### src/rtl/gray_pkg.sv
// gray_pkg: shared width limit, conversion-mode enum and binary/Gray helpers
package gray_pkg;
  localparam int GRAY_MAX_W = 32;
  typedef enum logic {CONV_B2G = 1'b0, CONV_G2B = 1'b1} conv_mode_e;
  function automatic logic [GRAY_MAX_W-1:0] bin2gray(input logic [GRAY_MAX_W-1:0] b);
    return b ^ (b >> 1);
  endfunction
  function automatic logic [GRAY_MAX_W-1:0] gray2bin(input logic [GRAY_MAX_W-1:0] g);
    logic [GRAY_MAX_W-1:0] b;
    b[GRAY_MAX_W-1] = g[GRAY_MAX_W-1];
    for (int i = GRAY_MAX_W - 2; i >= 0; i--) b[i] = b[i+1] ^ g[i];
    return b;
  endfunction
endpackage

### src/rtl/gray_conv_stage.sv
// gray_conv_stage: one-cycle registered bin<->Gray converter; conv_in/conv_mode/conv_in_valid in, conv_out/conv_out_valid out
module gray_conv_stage
  import gray_pkg::*;
#(
  parameter int width = 3
) (
  input  logic             clk,
  input  logic             rst,
  input  logic             conv_in_valid,
  input  logic             conv_mode,
  input  logic [width-1:0] conv_in,
  output logic             conv_out_valid,
  output logic [width-1:0] conv_out
);
  logic [width-1:0] out_q, out_d;
  logic             valid_q;
  always_comb begin
    out_d = !conv_in_valid ? out_q :
            conv_mode_e'(conv_mode) == CONV_G2B ? width'(gray2bin(GRAY_MAX_W'(conv_in))) :
            width'(bin2gray(GRAY_MAX_W'(conv_in)));
  end
  always_ff @(posedge clk) begin
    if (rst) begin
      out_q   <= '0;
      valid_q <= 1'b0;
    end else begin
      out_q   <= out_d;
      valid_q <= conv_in_valid;
    end
  end
  assign conv_out       = out_q;
  assign conv_out_valid = valid_q;
endmodule

### src/rtl/gray_seq_converter.sv
// gray_seq_converter: up/down/loadable Gray counter (bin, grey, wrap out; en, up, load, load_bin in) plus independent registered conversion path
module gray_seq_converter
  import gray_pkg::*;
#(
  parameter int width = 3
) (
  input  logic             clk,
  input  logic             rst,
  input  logic             en,
  input  logic             up,
  input  logic             load,
  input  logic [width-1:0] load_bin,
  output logic [width-1:0] bin,
  output logic [width-1:0] grey,
  output logic             wrap,
  input  logic             conv_in_valid,
  input  logic             conv_mode,
  input  logic [width-1:0] conv_in,
  output logic             conv_out_valid,
  output logic [width-1:0] conv_out
);
  logic [width-1:0] bin_q, bin_d, grey_q, grey_d;
  logic             wrap_q, wrap_d;
  always_comb begin
    bin_d  = load ? load_bin : en ? (up ? bin_q + width'(1) : bin_q - width'(1)) : bin_q;
    wrap_d = !load && en && (up ? &bin_q : ~|bin_q);
    grey_d = width'(bin2gray(GRAY_MAX_W'(bin_d)));
  end
  always_ff @(posedge clk) begin
    if (rst) begin
      bin_q  <= '0;
      grey_q <= '0;
      wrap_q <= 1'b0;
    end else begin
      bin_q  <= bin_d;
      grey_q <= grey_d;
      wrap_q <= wrap_d;
    end
  end
  assign bin  = bin_q;
  assign grey = grey_q;
  assign wrap = wrap_q;
  gray_conv_stage #(.width(width)) u_conv (
    .clk           (clk),
    .rst           (rst),
    .conv_in_valid (conv_in_valid),
    .conv_mode     (conv_mode),
    .conv_in       (conv_in),
    .conv_out_valid(conv_out_valid),
    .conv_out      (conv_out)
  );
endmodule

### config.mk
export PLATFORM = sky130hd
export DESIGN_NAME = gray_seq_converter
export DESIGN_NICKNAME = d
export VERILOG_FILES = /design/src/rtl/gray_pkg.sv /design/src/rtl/gray_conv_stage.sv /design/src/rtl/gray_seq_converter.sv
export SDC_FILE = /design/constraint.sdc
export NUM_CORES = 1
export LEC_CHECK = 0
export CORE_AREA = 3 3 40 42
export CTS_CLUSTER_DIAMETER = 40
export DETAILED_ROUTE_END_ITERATION = 8
export DIE_AREA = 0 0 43 45
export GPL_ROUTABILITY_DRIVEN = 0
export PLACE_DENSITY = 0.84
export SYNTH_ARGS = -nofsm -noshare
export SYNTH_HDL_FRONTEND = slang
export SYNTH_SLANG_ARGS = --single-unit
export TNS_END_PERCENT = 20
### constraint.sdc
create_clock -name clk -period 4.6 [get_ports clk]
set_input_delay 0.92 -clock clk [delete_from_list [all_inputs] [get_ports clk]]
set_output_delay 0.92 -clock clk [all_outputs]
set_load 0.005 [all_outputs]
==> results of run 1 <==
-- metrics by stage --
stage | hold slack [ns] | total power [W] | instance area [µm²]
3_3_place_gp | 0.4733 | 0.0001606 | 709.4
3_5_place_dp | 0.4843 | 0.0001613 | 709.4
6_report | 0.4857 | 0.0002365 | 745.7
5_1_grt | 0.5410 | 0.0002504 | 745.7
2_1_floorplan | 0.4783 | 0.0001296 | 476.7
4_1_cts | 0.4962 | 0.0002394 | 745.7
-- worst reg2reg max path, cell delays in order, from the launching register on --
cell                      delay (ns)
sky130_fd_sc_hd__dfxtp_1        0.37
sky130_fd_sc_hd__fa_1           0.42
sky130_fd_sc_hd__xor2_1         0.16
sky130_fd_sc_hd__or4b_1         0.46
sky130_fd_sc_hd__and3_4         0.19
sky130_fd_sc_hd__mux2_4         0.29
-- cell type report --
class | count | area, µm²
clock buffer | 4 | 36.28
fill | 124 | 539.3
inverter | 1 | 3.754
multi-input combinational | 34 | 256.5
sequential | 10 | 200.2
tap | 15 | 18.77
timing repair buffer | 23 | 230.2
-- cells by family (layout without fill, tap and decap cells) --
family / Yosys count / after routing
simple gates: 18 / 18
flops: 10 / 10
mux: 6 / 6
compound gates: 3 / 3
fa+ha+maj: 1 / 1
buf+inv: 4 / 28
xor+xnor: 6 / 6
-- sequential cells by signal, indices dropped and copies added (netlist names) --
signal / flops
bin: 3
grey: 2
u_conv.conv_out: 3
u_conv.conv_out_valid: 1
wrap: 1
-- cells in the final DEF (no fill, tap or decap), drive strengths merged --
cell,instances
a22oi,1
dfxtp,10
xor2,3
nand2,2
a211oi,1
clkbuf,4
or4b,1
xnor2,3
mux2,2
nand4,1
or4,1
a21oi,1
fa,1
nand3b,1
and3,1
nor2,9
inv,1
clkdlybuf4s50,23
nor2b,2
mux2i,4
-- power by group --
group | internal [W] | switching, W | total (W)
clock | 0.0000480 | 0.0000295 | 0.0000775
combinational | 0.0000388 | 0.0000199 | 0.0000587
sequential | 0.0000945 | 0.00000577 | 0.000100
total | 0.000181 | 0.0000551 | 0.000236
-- routing by layer --
layer | track usage, % | vias up | wire (µm)
li1 | - | 211 | -
met1 | 12.25 | 177 | 404
met2 | 17.07 | 15 | 490
met3 | 4.781 | 2 | 54
met4 | 5.422 | 0 | 16
met5 | 0 | - | 0
-- worst paths after layout --
kind | startpoint | to | cells after the start
hold / removal | u_conv.conv_out[1] | u_conv.conv_out[1] | 2
setup reg to reg | bin[0] | grey[1] | 5
hold reg to reg | u_conv.conv_out[1] | u_conv.conv_out[1] | 2
setup / recovery | up | grey[1] | 7
==> results.txt, run 1 <==
----------------------------------------------------
[Outcome]
  Run status ... completed

[Clock network]
  Clk_lat worst skew ... 0.26 ns
  Hold buffer count at CTS ... 0
  Maximum buffer depth of the clock tree ... 2
  Resize count post-CTS ... 0
  Clock root buffer ... sky130_fd_sc_hd__clkbuf_4
  Num CTS Buffers ... 3
  Clock tree sinks ... 10
  Clock input transition at the sequential cells of the worst setup and hold paths ... 0.07 ns
  Number of levels in the clock H-tree ... 1
  CTS tree ... yes
  Setup repair bufs after CTS ... 0

[Die]
  Site row count ... 13
  Chip Height ... 45 µm
  Die Footprint ... about 1900 µm²
  Area of the core ... 1285 µm²
  IO Pins ... 24
  Initial standard-cell utilization of the core ... roughly 37%
  X dimension of the die ... 43 µm

[Synth]
  Fraction of the mapped netlist area in compound gates ... 4.199%
  EDFF count, synth ... 0
  Fraction of the mapped netlist area in adder cells ... 4.199%
  Post-synth net total ... a little over 60
  Mux share of post-synthesis cell area ... between 10% and 20%
  YS warnings ... 0
  Synth cell count leaders ... sky130_fd_sc_hd__dfxtp_1, sky130_fd_sc_hd__nor2_1, sky130_fd_sc_hd__mux2i_1
  Dominant combinational cell family by area after synthesis ... simple AND/OR/NAND/NOR gates
  Instance count of the mapped netlist ... 48
  Most common cell in the synthesized netlist ... sky130_fd_sc_hd__dfxtp_1
  Proportion of synthesized chip area in sequential cells ... 41.99%
  Synth Area in Simple Gates ... 20.47%
  Average cell area after synthesis ... 9.931 µm²
  Most area-consuming cells after synthesis ... sky130_fd_sc_hd__dfxtp_1, sky130_fd_sc_hd__mux2i_1, sky130_fd_sc_hd__nor2_1, sky130_fd_sc_hd__xnor2_1, sky130_fd_sc_hd__xor2_1
  Summed instance area of the synthesized netlist ... ~480 µm²
  Fraction of post-synthesis cell area in the top cell type by area ... 41.99%
  Cell type with the largest total area after synthesis ... sky130_fd_sc_hd__dfxtp_1
  Fraction of synthesis flops using an asynchronous set or reset pin ... 0%
  Main synth FF type ... sky130_fd_sc_hd__dfxtp_1
  Number of unique standard cell types used by synthesis ... 22
  Area share of xor/xnor cells in the synthesized design ... approximately 11%
  Number of synthesized register bits ... 10

[Power]
  Power Density ... 317.1 nW/µm²
  Static leakage ... about 0.3 nW
  Worst IR drop on VDD ... approximately 0.20 mV

[Routing]
  Aggregate routed wire length ... about 970 µm
  Final routed DRC violation total ... 0
  Initial DRC count ... 3
  Remaining antenna violation count after routing ... 0
  Wire per inst ... approximately 11 µm
  Drt via density ... 4.655
  Detailed-route via count ... 405
  Length of the first detailed-routing pass in iterations ... 4

[Timing]
  Clk_skew ... between 0.006 and 0.007 ns
  Worst slew margin relative to its limit ... 77.21%
  Setup_tns ... 0 ns
  Worst slew pin tran ... about 0.34 ns
  FMAX ... 345.7 MHz
  Unrepaired setup endpoints after global routing ... no
  Fin. Hold Viols ... 0
  Final worst-path cycle share ... a little over three fifths
  Post-layout minimum cycle time ... 2.893 ns
  Endpoints failing setup ... 0
  Final WS setup ... ~1.7 ns
  Number of slew-limit violations in the final report ... 0

[Global routing]
  GR Overflow Total ... 0
  Wire length of the first global-routing pass ... 1455 µm
  Pin count of the biggest net entering global routing ... 11
  Vias in the first global route ... between 300 and 400
  Total GRT Usage ... a little over a tenth
  Initial antenna violation count ... 0

[Place]
  Cell Count Post-Placement ... 83
  Worst Setup Slack post-DPL ... 1.424 ns
  DPL Wire Length ... 786.2 µm
  Number of I/O port buffers ... 23

[Worst setup path]
  Worst stage delay on the critical path ... 0.53 ns
  Crit-path cells ... clkdlybuf4s50_1 > inv_1 > fa_1 > xor2_1 > or4b_1 > and3_4 > mux2_4
  CP Capture Type ... flip-flop
  Critical path's slowest cell ... sky130_fd_sc_hd__clkdlybuf4s50_1
  CP required ... 4.76 ns
  Total buffers and inverters traversed by the critical path ... 2
  Worst setup path class ... in2reg
  Type of element launching the critical path ... input pin
  Worst-case register-to-register setup slack ... 2.61 ns
  Cell family with the largest share of critical-path delay ... simple AND/OR/NAND/NOR gates
  Worst-path maximum fanout ... 4
  Arrival time reported for the critical path endpoint ... 3.05 ns

[Cells and area]
  Fraction of layout cells with a size suffix above 1 ... 11.11%
  Net count, final ... 87
  Post-route core utilization ... 58.03%
  Number of standard cells in the final layout excluding fillers ... 87
  Antenna diode count ... 0
  Synth-to-Final Area Change ... 56.43%

[Min path]
  Hold/Removal Path Class ... reg2reg

[Job]
  Reported max-cap violation count ... 0

----------------------------------------------------
No activity file was read; power rests on OpenSTA's default activity.
==> inputs of run 2 (changes only) <==
--- a/config.mk
+++ b/config.mk
@@ -5,12 +5,12 @@
 export SDC_FILE = /design/constraint.sdc
 export NUM_CORES = 1
 export LEC_CHECK = 0
-export CORE_AREA = 3 3 40 42
+export CORE_MARGIN = 3
+export CORE_UTILIZATION = 33
 export CTS_CLUSTER_DIAMETER = 40
 export DETAILED_ROUTE_END_ITERATION = 8
-export DIE_AREA = 0 0 43 45
 export GPL_ROUTABILITY_DRIVEN = 0
-export PLACE_DENSITY = 0.84
+export PLACE_DENSITY = 0.82
 export SYNTH_ARGS = -nofsm -noshare
 export SYNTH_HDL_FRONTEND = slang
 export SYNTH_SLANG_ARGS = --single-unit
==> constraint.sdc (replaced) <==
create_clock -name clk -period 2.4 [get_ports clk]
set_input_delay 0.48 -clock clk [delete_from_list [all_inputs] [get_ports clk]]
set_output_delay 0.48 -clock clk [all_outputs]
set_load 0.005 [all_outputs]
==> run 2 against run 1 <==
Core utilization shrank 0.25 points. Clock power grew 94%. Wire length shrank 5.8%. Total power grew 94%. Count of clock-buffer cells in the layout is the same. Via count grew 3.5%. Sequential share of layout area shrank 0.87 points. Clock skew shrank 0.0023 ns. Critical path type unchanged. Highest routed layer unchanged.
==> results.txt, run 2 (synthesis gave the netlist of run 1 again) <==
----------------------------------------------------
[Die]
  Chip Height ... 44.01 µm (-2.2%)
  Initial standard-cell utilization of the core ... 35.74% (-1.4 points)
  Site row count ... 13 (unchanged)
  Die Footprint ... 1936 µm² (about the same)
  IO Pins ... 24 (unchanged)
  Area of the core ... 1334 µm² (+3.8%)
  X dimension of the die ... 44.01 µm (+2.3%)

[Clock network]
  Clock tree sinks ... 10 (unchanged)
  CTS tree ... yes
  Clock input transition at the sequential cells of the worst setup and hold paths ... 0.07 ns (about the same)
  Clk_lat worst skew ... 0.27 ns (about the same)
  Number of levels in the clock H-tree ... 1 (unchanged)
  Clock root buffer ... sky130_fd_sc_hd__clkbuf_4
  Hold buffer count at CTS ... 0 (unchanged)
  Num CTS Buffers ... 3 (unchanged)
  Setup repair bufs after CTS ... 0 (unchanged)
  Maximum buffer depth of the clock tree ... 2 (unchanged)
  Resize count post-CTS ... 0 (unchanged)

[Power]
  Static leakage ... 0.3140 nW (+4.3%)
  Worst IR drop on VDD ... 0.3237 mV (+62%)
  Power Density ... 595.9 nW/µm² (+88%)

[Cells and area]
  Number of standard cells in the final layout excluding fillers ... 90 (+3.4%)
  Fraction of layout cells with a size suffix above 1 ... 16.00% (+4.9 points)
  Synth-to-Final Area Change ... 61.68%
  Most common library cell in the layout ignoring fill and taps ... sky130_fd_sc_hd__clkdlybuf4s50_1
  Net count, final ... 90 (+3.4%)
  Antenna diode count ... 0 (unchanged)
  Top library cells by usage in the layout, fill and taps aside ... sky130_fd_sc_hd__clkdlybuf4s50_1, sky130_fd_sc_hd__dfxtp_1, sky130_fd_sc_hd__nor2_1

[Global routing]
  Vias in the first global route ... 366 (+3.1%)
  GR Overflow Total ... 0 (unchanged)
  Wire length of the first global-routing pass ... 1483 µm (+1.9%)
  Total GRT Usage ... 10.65% (-0.069 points)
  Initial antenna violation count ... 0 (unchanged)
  Pin count of the biggest net entering global routing ... 11 (unchanged)

[Worst setup path]
  CP required ... 2.56 ns (-2.20 ns)
  Worst setup path class ... in2reg
  Worst-path maximum fanout ... 2 (-2)
  Arrival time reported for the critical path endpoint ... 2.49 ns (-0.56 ns)
  Launch point of the worst reg-to-reg path ... bin[0]
  CP Capture Type ... flip-flop
  Worst Reg-to-Reg Cells ... 5 (unchanged)
  Type of element launching the critical path ... input pin
  Origin of the worst setup path ... up

[Timing]
  Fin. Hold Viols ... 0 (unchanged)
  Worst slew margin relative to its limit ... 77.29% (+0.082 points)
  FMAX ... 429.4 MHz
  Min Hold Slack ... 0.4896 ns (+0.003963 ns)
  Clk_skew ... 0.004706 ns (-0.002278 ns)
  Number of slew-limit violations in the final report ... 0 (unchanged)
  Final worst-path cycle share ... 97.04%
  Worst slew pin tran ... 0.3396 ns (-0.001220 ns)
  Post-layout minimum cycle time ... 2.329 ns
  Endpoints failing setup ... 0 (unchanged)
  Unrepaired setup endpoints after global routing ... no

[Outcome]
  Run status ... completed

[Min path]
  Hold/Removal Path Class ... reg2reg
  Hold Path Depth ... 2 (unchanged)
  Hold Startpoint ... u_conv.conv_out[1]

[Routing]
  Length of the first detailed-routing pass in iterations ... 5 (+1)
  Final routed DRC violation total ... 0 (unchanged)
  Remaining antenna violation count after routing ... 0 (unchanged)
  Detailed-route via count ... 419 (+3.5%)
  Drt via density ... 4.656 (about the same)
  Aggregate routed wire length ... 910 µm (-5.8%)
  Wire per inst ... 10.11 µm (-8.9%)
  Initial DRC count ... 4 (+1)

[Job]
  Reported max-cap violation count ... 0 (unchanged)

[Place]
  DPL Wire Length ... 732 µm (-6.9%)
  Number of I/O port buffers ... 23 (unchanged)
  Cell Count Post-Placement ... 86 (+3.6%)

----------------------------------------------------
run 2: power breakdown:
group | total [W] | internal (W) | switching [W] | leakage, nW
Combinational | 0.000118 | 0.0000794 | 0.0000387 | 0.210
Clock | 0.000150 | 0.0000921 | 0.0000575 | 0.0210
Sequential | 0.000192 | 0.000181 | 0.0000105 | 0.0829
Total | 0.000459 | 0.000353 | 0.000107 | 0.314
run 2: final timing paths:
kind	slack (ns)	end
setup / recovery	0.07	grey[1]
hold reg to reg	0.49	u_conv.conv_out[1]
setup reg to reg	0.46	grey[1]
hold / removal	0.49	u_conv.conv_out[1]
run 2: per-layer routing:
metal,vias to the layer above,GRT usage (%),wire length (µm)
met5,-,0,0
met4,0,5.422,15
met3,2,4.979,51
met2,16,15.70,436
met1,188,12.85,407
li1,213,-,-
run 2: through the flow:
step                      setup slack (ns)  power [W]  setup TNS (ns)  utilization (%)  instance area (µm²)
after floorplan                     0.2786  0.0002485               0                -                476.7
after global placement             -0.2325  0.0003133         -0.2397            54.88                732.0
after detailed placement           -0.2646  0.0003143         -0.2806            54.88                732.0
after CTS                         0.009022  0.0004658               0            57.60                768.2
after global routing              0.006358  0.0004857               0            57.79                770.7
final                              0.07102  0.0004593               0            57.79                770.7
run 2: area by class of cell:
| cell class | count | area (µm²) |
|---|---|---|
| clock buffers | 4 | 36.28 |
| repair buffers | 26 | 252.7 |
| well taps | 15 | 18.77 |
| fillers | 129 | 563.0 |
| multi-input cells | 34 | 259.0 |
| inverters | 1 | 3.754 |
| flip-flops and latches | 10 | 200.2 |
run 2: critical path: stages:
cell and delay [ns]:
sky130_fd_sc_hd__clkdlybuf4s50_1 0.47, sky130_fd_sc_hd__inv_1 0.06, sky130_fd_sc_hd__fa_2 0.38, sky130_fd_sc_hd__xor2_1 0.15
sky130_fd_sc_hd__or4b_1 0.46, sky130_fd_sc_hd__and3_4 0.19, sky130_fd_sc_hd__mux2_4 0.28
==> inputs of run 3 (changes only) <==
--- a/config.mk
+++ b/config.mk
@@ -5,13 +5,15 @@
 export SDC_FILE = /design/constraint.sdc
 export NUM_CORES = 1
 export LEC_CHECK = 0
-export CORE_MARGIN = 3
-export CORE_UTILIZATION = 33
+export CORE_MARGIN = 10
+export CORE_UTILIZATION = 34
 export CTS_CLUSTER_DIAMETER = 40
 export DETAILED_ROUTE_END_ITERATION = 8
 export GPL_ROUTABILITY_DRIVEN = 0
+export GPL_TIMING_DRIVEN = 0
 export PLACE_DENSITY = 0.82
 export SYNTH_ARGS = -nofsm -noshare
 export SYNTH_HDL_FRONTEND = slang
+export SYNTH_HIERARCHICAL = 1
 export SYNTH_SLANG_ARGS = --single-unit
 export TNS_END_PERCENT = 20
==> run 3 against run 2 <==
Combinational power up 5%. Worst setup slack better by 0.093 ns. Highest routed layer is now met3. Synthesized area up 5.2%. Clock skew down 0.0042 ns. Largest cell class unchanged. Fmax up 4.1%. Sequential cell count unchanged. Count of clock-buffer cells in the layout unchanged. Largest power group unchanged. Synthesized cell count up 2.1%. Non-clock buffer count down 2. Clock power down 3%.
==> results.txt, run 3 <==
----------------------------------------------------
[Timing]
  Worst slew pin tran ... 0.3851 ns (+0.04549 ns)
  Clk_skew ... 0.0005162 ns (-0.004190 ns)
  FMAX ... 447.2 MHz (+4.1%)
  Fin. Hold Viols ... 0 (unchanged)
  Worst slew margin relative to its limit ... 74.25% (-3.0 points)
  Final WS setup ... 0.1638 ns (+0.09280 ns)
  Endpoints failing setup ... 0 (unchanged)
  Number of slew-limit violations in the final report ... 0 (unchanged)
  Final worst-path cycle share ... 93.17% (-3.9 points)
  Setup_tns ... 0 ns (unchanged)
  Unrepaired setup endpoints after global routing ... no
  Post-layout minimum cycle time ... 2.236 ns (-0.09280 ns)

[Global routing]
  Most Used Layer, Global Route ... met2
  Initial antenna violation count ... 0 (unchanged)
  Met1 track demand over resource in global routing ... 7.376% (-5.5 points)
  Met2 Usage GRT ... 13.20% (-2.5 points)
  GR Overflow Total ... 0 (unchanged)
  Pin count of the biggest net entering global routing ... 11 (unchanged)
  Vias in the first global route ... 481 (+31%)
  Total GRT Usage ... 7.696% (-3.0 points)
  Wire length of the first global-routing pass ... 2132 µm (+44%)
  Global routing met3 resource utilization ... 5.150% (+0.17 points)

[Routing]
  Drt via density ... 4.800 (+3.1%)
  Initial DRC count ... 7 (+3)
  Length of the first detailed-routing pass in iterations ... 4 (-1)
  Remaining antenna violation count after routing ... 0 (unchanged)
  Detailed-route via count ... 432 (+3.1%)
  Final routed DRC violation total ... 0 (unchanged)
  Wire per inst ... 13.93 µm (+38%)
  Aggregate routed wire length ... 1254 µm (+38%)

[Synth]
  Most common cell in the synthesized netlist ... sky130_fd_sc_hd__dfxtp_1
  Number of unique standard cell types used by synthesis ... 24 (+9.1%)
  Fraction of the mapped netlist area in compound gates ... 7.980% (+3.8 points)
  Synth Area in Simple Gates ... 20.45% (-0.024 points)
  Number of synthesized register bits ... 10 (unchanged)
  Post-synth net total ... 63 (+1.6%)
  Summed instance area of the synthesized netlist ... 501.7 µm² (+5.2%)
  Area share of xor/xnor cells in the synthesized design ... 8.728% (-2.3 points)
  Cell type with the largest total area after synthesis ... sky130_fd_sc_hd__dfxtp_1
  Average cell area after synthesis ... 10.24 µm² (+3.1%)
  Instance count of the mapped netlist ... 49 (+2.1%)
  Dominant combinational cell family by area after synthesis ... simple AND/OR/NAND/NOR gates
  Mux share of post-synthesis cell area ... 15.71% (+1.8 points)
  Fraction of synthesis flops using an asynchronous set or reset pin ... 0% (unchanged)
  EDFF count, synth ... 0 (unchanged)
  Fraction of post-synthesis cell area in the top cell type by area ... 39.90% (-2.1 points)
  Synth cell count leaders ... sky130_fd_sc_hd__dfxtp_1, sky130_fd_sc_hd__nor2_1, sky130_fd_sc_hd__nand2_1, sky130_fd_sc_hd__xnor2_1, sky130_fd_sc_hd__mux2i_1
  Most area-consuming cells after synthesis ... sky130_fd_sc_hd__dfxtp_1, sky130_fd_sc_hd__xnor2_1, sky130_fd_sc_hd__mux2i_1, sky130_fd_sc_hd__mux2i_4, sky130_fd_sc_hd__nor2_1
  Fraction of the mapped netlist area in adder cells ... 3.990% (-0.21 points)
  YS warnings ... 6 (+6)
  Proportion of synthesized chip area in sequential cells ... 39.90% (-2.1 points)
  Main synth FF type ... sky130_fd_sc_hd__dfxtp_1

[Worst setup path]
  Worst setup path class ... in2reg
  Worst-path maximum fanout ... 4 (+2)
  Type of element launching the critical path ... input pin
  Crit-path cells ... clkdlybuf4s50_1 > inv_1 > fa_1 > mux2_4 > mux2i_4 > nor2_2 > mux2_2
  Arrival time reported for the critical path endpoint ... 2.38 ns (-0.11 ns)
  Worst stage delay on the critical path ... 0.54 ns (+0.07 ns)
  CP required ... 2.55 ns (about the same)
  Critical path's slowest cell ... sky130_fd_sc_hd__clkdlybuf4s50_1
  Total buffers and inverters traversed by the critical path ... 2 (unchanged)
  Cell family with the largest share of critical-path delay ... multiplexers
  CP Capture Type ... flip-flop

[Place]
  Number of I/O port buffers ... 22 (-4.3%)
  Worst Setup Slack post-DPL ... -0.1073 ns (+0.1573 ns)
  Instance area after placement ... 740.7 µm² (+1.2%)
  Cell Count Post-Placement ... 86 (unchanged)
  DPL Wire Length ... 1037 µm (+42%)

[Clock network]
  Clock tree sinks ... 10 (unchanged)
  Number of levels in the clock H-tree ... 1 (unchanged)
  Setup repair bufs after CTS ... 0 (unchanged)
  Clk_lat worst skew ... 0.25 ns (-0.02 ns)
  Clock input transition at the sequential cells of the worst setup and hold paths ... 0.07 ns (about the same)
  Resize count post-CTS ... 0 (unchanged)
  Maximum buffer depth of the clock tree ... 2 (unchanged)
  Num CTS Buffers ... 3 (unchanged)
  Hold buffer count at CTS ... 0 (unchanged)
  CTS tree ... yes
  Clock root buffer ... sky130_fd_sc_hd__clkbuf_4

[Power]
  Part of the power in combinational logic ... 26.8% (+1.1 points)
  Switching part of the total ... 23.97% (+0.74 points)
  Static leakage ... 0.3071 nW (-2.2%)
  Worst IR drop on VDD ... 0.2674 mV (-17%)
  Switch Pwr ... 0.0001108 W (+3.8%)
  Flop pwr share ... 41.6% (about the same)
  Internal Pwr Total ... 0.0003515 W (-0.32%)
  Clock power frac ... 31.7% (-0.9 points)
  Design Power ... 0.0004623 W (+0.65%)
  Power Density ... 595.0 nW/µm² (-0.16%)

[Die]
  Site row count ... 13 (unchanged)
  Area of the core ... 1350 µm² (+1.2%)
  Die Footprint ... 3412 µm² (+76%)
  Initial standard-cell utilization of the core ... 37.16% (+1.4 points)
  Chip Height ... 58.42 µm (+33%)
  IO Pins ... 24 (unchanged)
  X dimension of the die ... 58.42 µm (+33%)

[Min path]
  Hold/Removal Path Class ... reg2reg

[Cells and area]
  Antenna diode count ... 0 (unchanged)
  Most common library cell in the layout ignoring fill and taps ... sky130_fd_sc_hd__clkdlybuf4s50_1
  Fraction of layout cells with a size suffix above 1 ... 16.00% (unchanged)
  Post-route cell area ... 777.0 µm² (+0.81%)
  Number of standard cells in the final layout excluding fillers ... 90 (unchanged)
  Synth-to-Final Area Change ... 54.86%
  Net count, final ... 90 (unchanged)
  Top library cells by usage in the layout, fill and taps aside ... sky130_fd_sc_hd__clkdlybuf4s50_1, sky130_fd_sc_hd__dfxtp_1, sky130_fd_sc_hd__nor2_1

[Outcome]
  Run status ... completed

[Job]
  Reported max-cap violation count ... 0 (unchanged)

----------------------------------------------------
[run 3: changes by cell type after synthesis, sizes merged]
cell	before	now
nand2	2	4
nor2	9	7
xor2	3	1
a21oi	1	2
and2b	0	1
and3	1	0
clkbuf	1	0
nand2b	0	1
nand3b	1	0
nand4	1	2
nor3b	0	1
o221ai	0	1
or4b	1	0
xnor2	3	4
[run 3: stage by stage]
stage          hold slack (ns)  utilization [%]
2_1_floorplan           0.4732                -
6_report                0.5015            57.55
3_3_place_gp            0.4710            54.87
4_1_cts                 0.5052            57.55
3_5_place_dp            0.4866            54.87
5_1_grt                 0.5493            57.55
[run 3: path summary, 6_finish.rpt]
check,from,endpoint,slack (ns),cells past startpoint
setup / recovery,up,grey[1],0.16,7
hold / removal,u_conv/conv_out[1],u_conv/conv_out[1],0.50,2
setup reg to reg,bin[0],grey[1],0.61,5
hold reg to reg,u_conv/conv_out[1],u_conv/conv_out[1],0.50,2
[run 3: power groups by stage]
stage / registers (W) / logic (W) / clock network (W)
3_3_place_gp: 0.000195 / 0.000121 / 0
6_report: 0.000192 / 0.000124 / 0.000146
5_1_grt: 0.000195 / 0.000136 / 0.000158
3_5_place_dp: 0.000196 / 0.000126 / 0
2_1_floorplan: 0.000196 / 0.0000572 / 0
4_1_cts: 0.000193 / 0.000126 / 0.000150
[run 3: worst reg2reg max path, delay by kind of cell (launching register included)]
kind | cells | cell delay, ns
flops | 1 | 0.43
fa+ha+maj | 1 | 0.46
simple gates | 1 | 0.05
mux | 3 | 0.73
[run 3: logic make-up after synthesis]
| family | after synthesis |
|---|---|
| AOI/OAI and AO/OA | 5 |
| DFF | 10 |
| and+or+nand+nor | 19 |
| buffers and inverters | 3 |
| adders and majority gates | 1 |
| xor gates and xnor gates | 5 |
| muxes | 6 |
[run 3: layer usage]
| metal | up-vias | share of wire, % |
|---|---|---|
| li1 | 219 | - |
| met1 | 193 | 39 |
| met2 | 20 | 46 |
| met3 | 0 | 15 |
| met4 | 0 | 0 |
| met5 | - | 0 |
[run 3: cell type report]
cell class,count,area (µm²)
Inverter,1,3.754
Multi-Input combinational cell,36,285.3
Clock buffer,4,36.28
Fill cell,129,573.1
Sequential cell,10,200.2
Buffer,2,12.51
Tap cell,15,18.77
Timing Repair Buffer,22,220.2
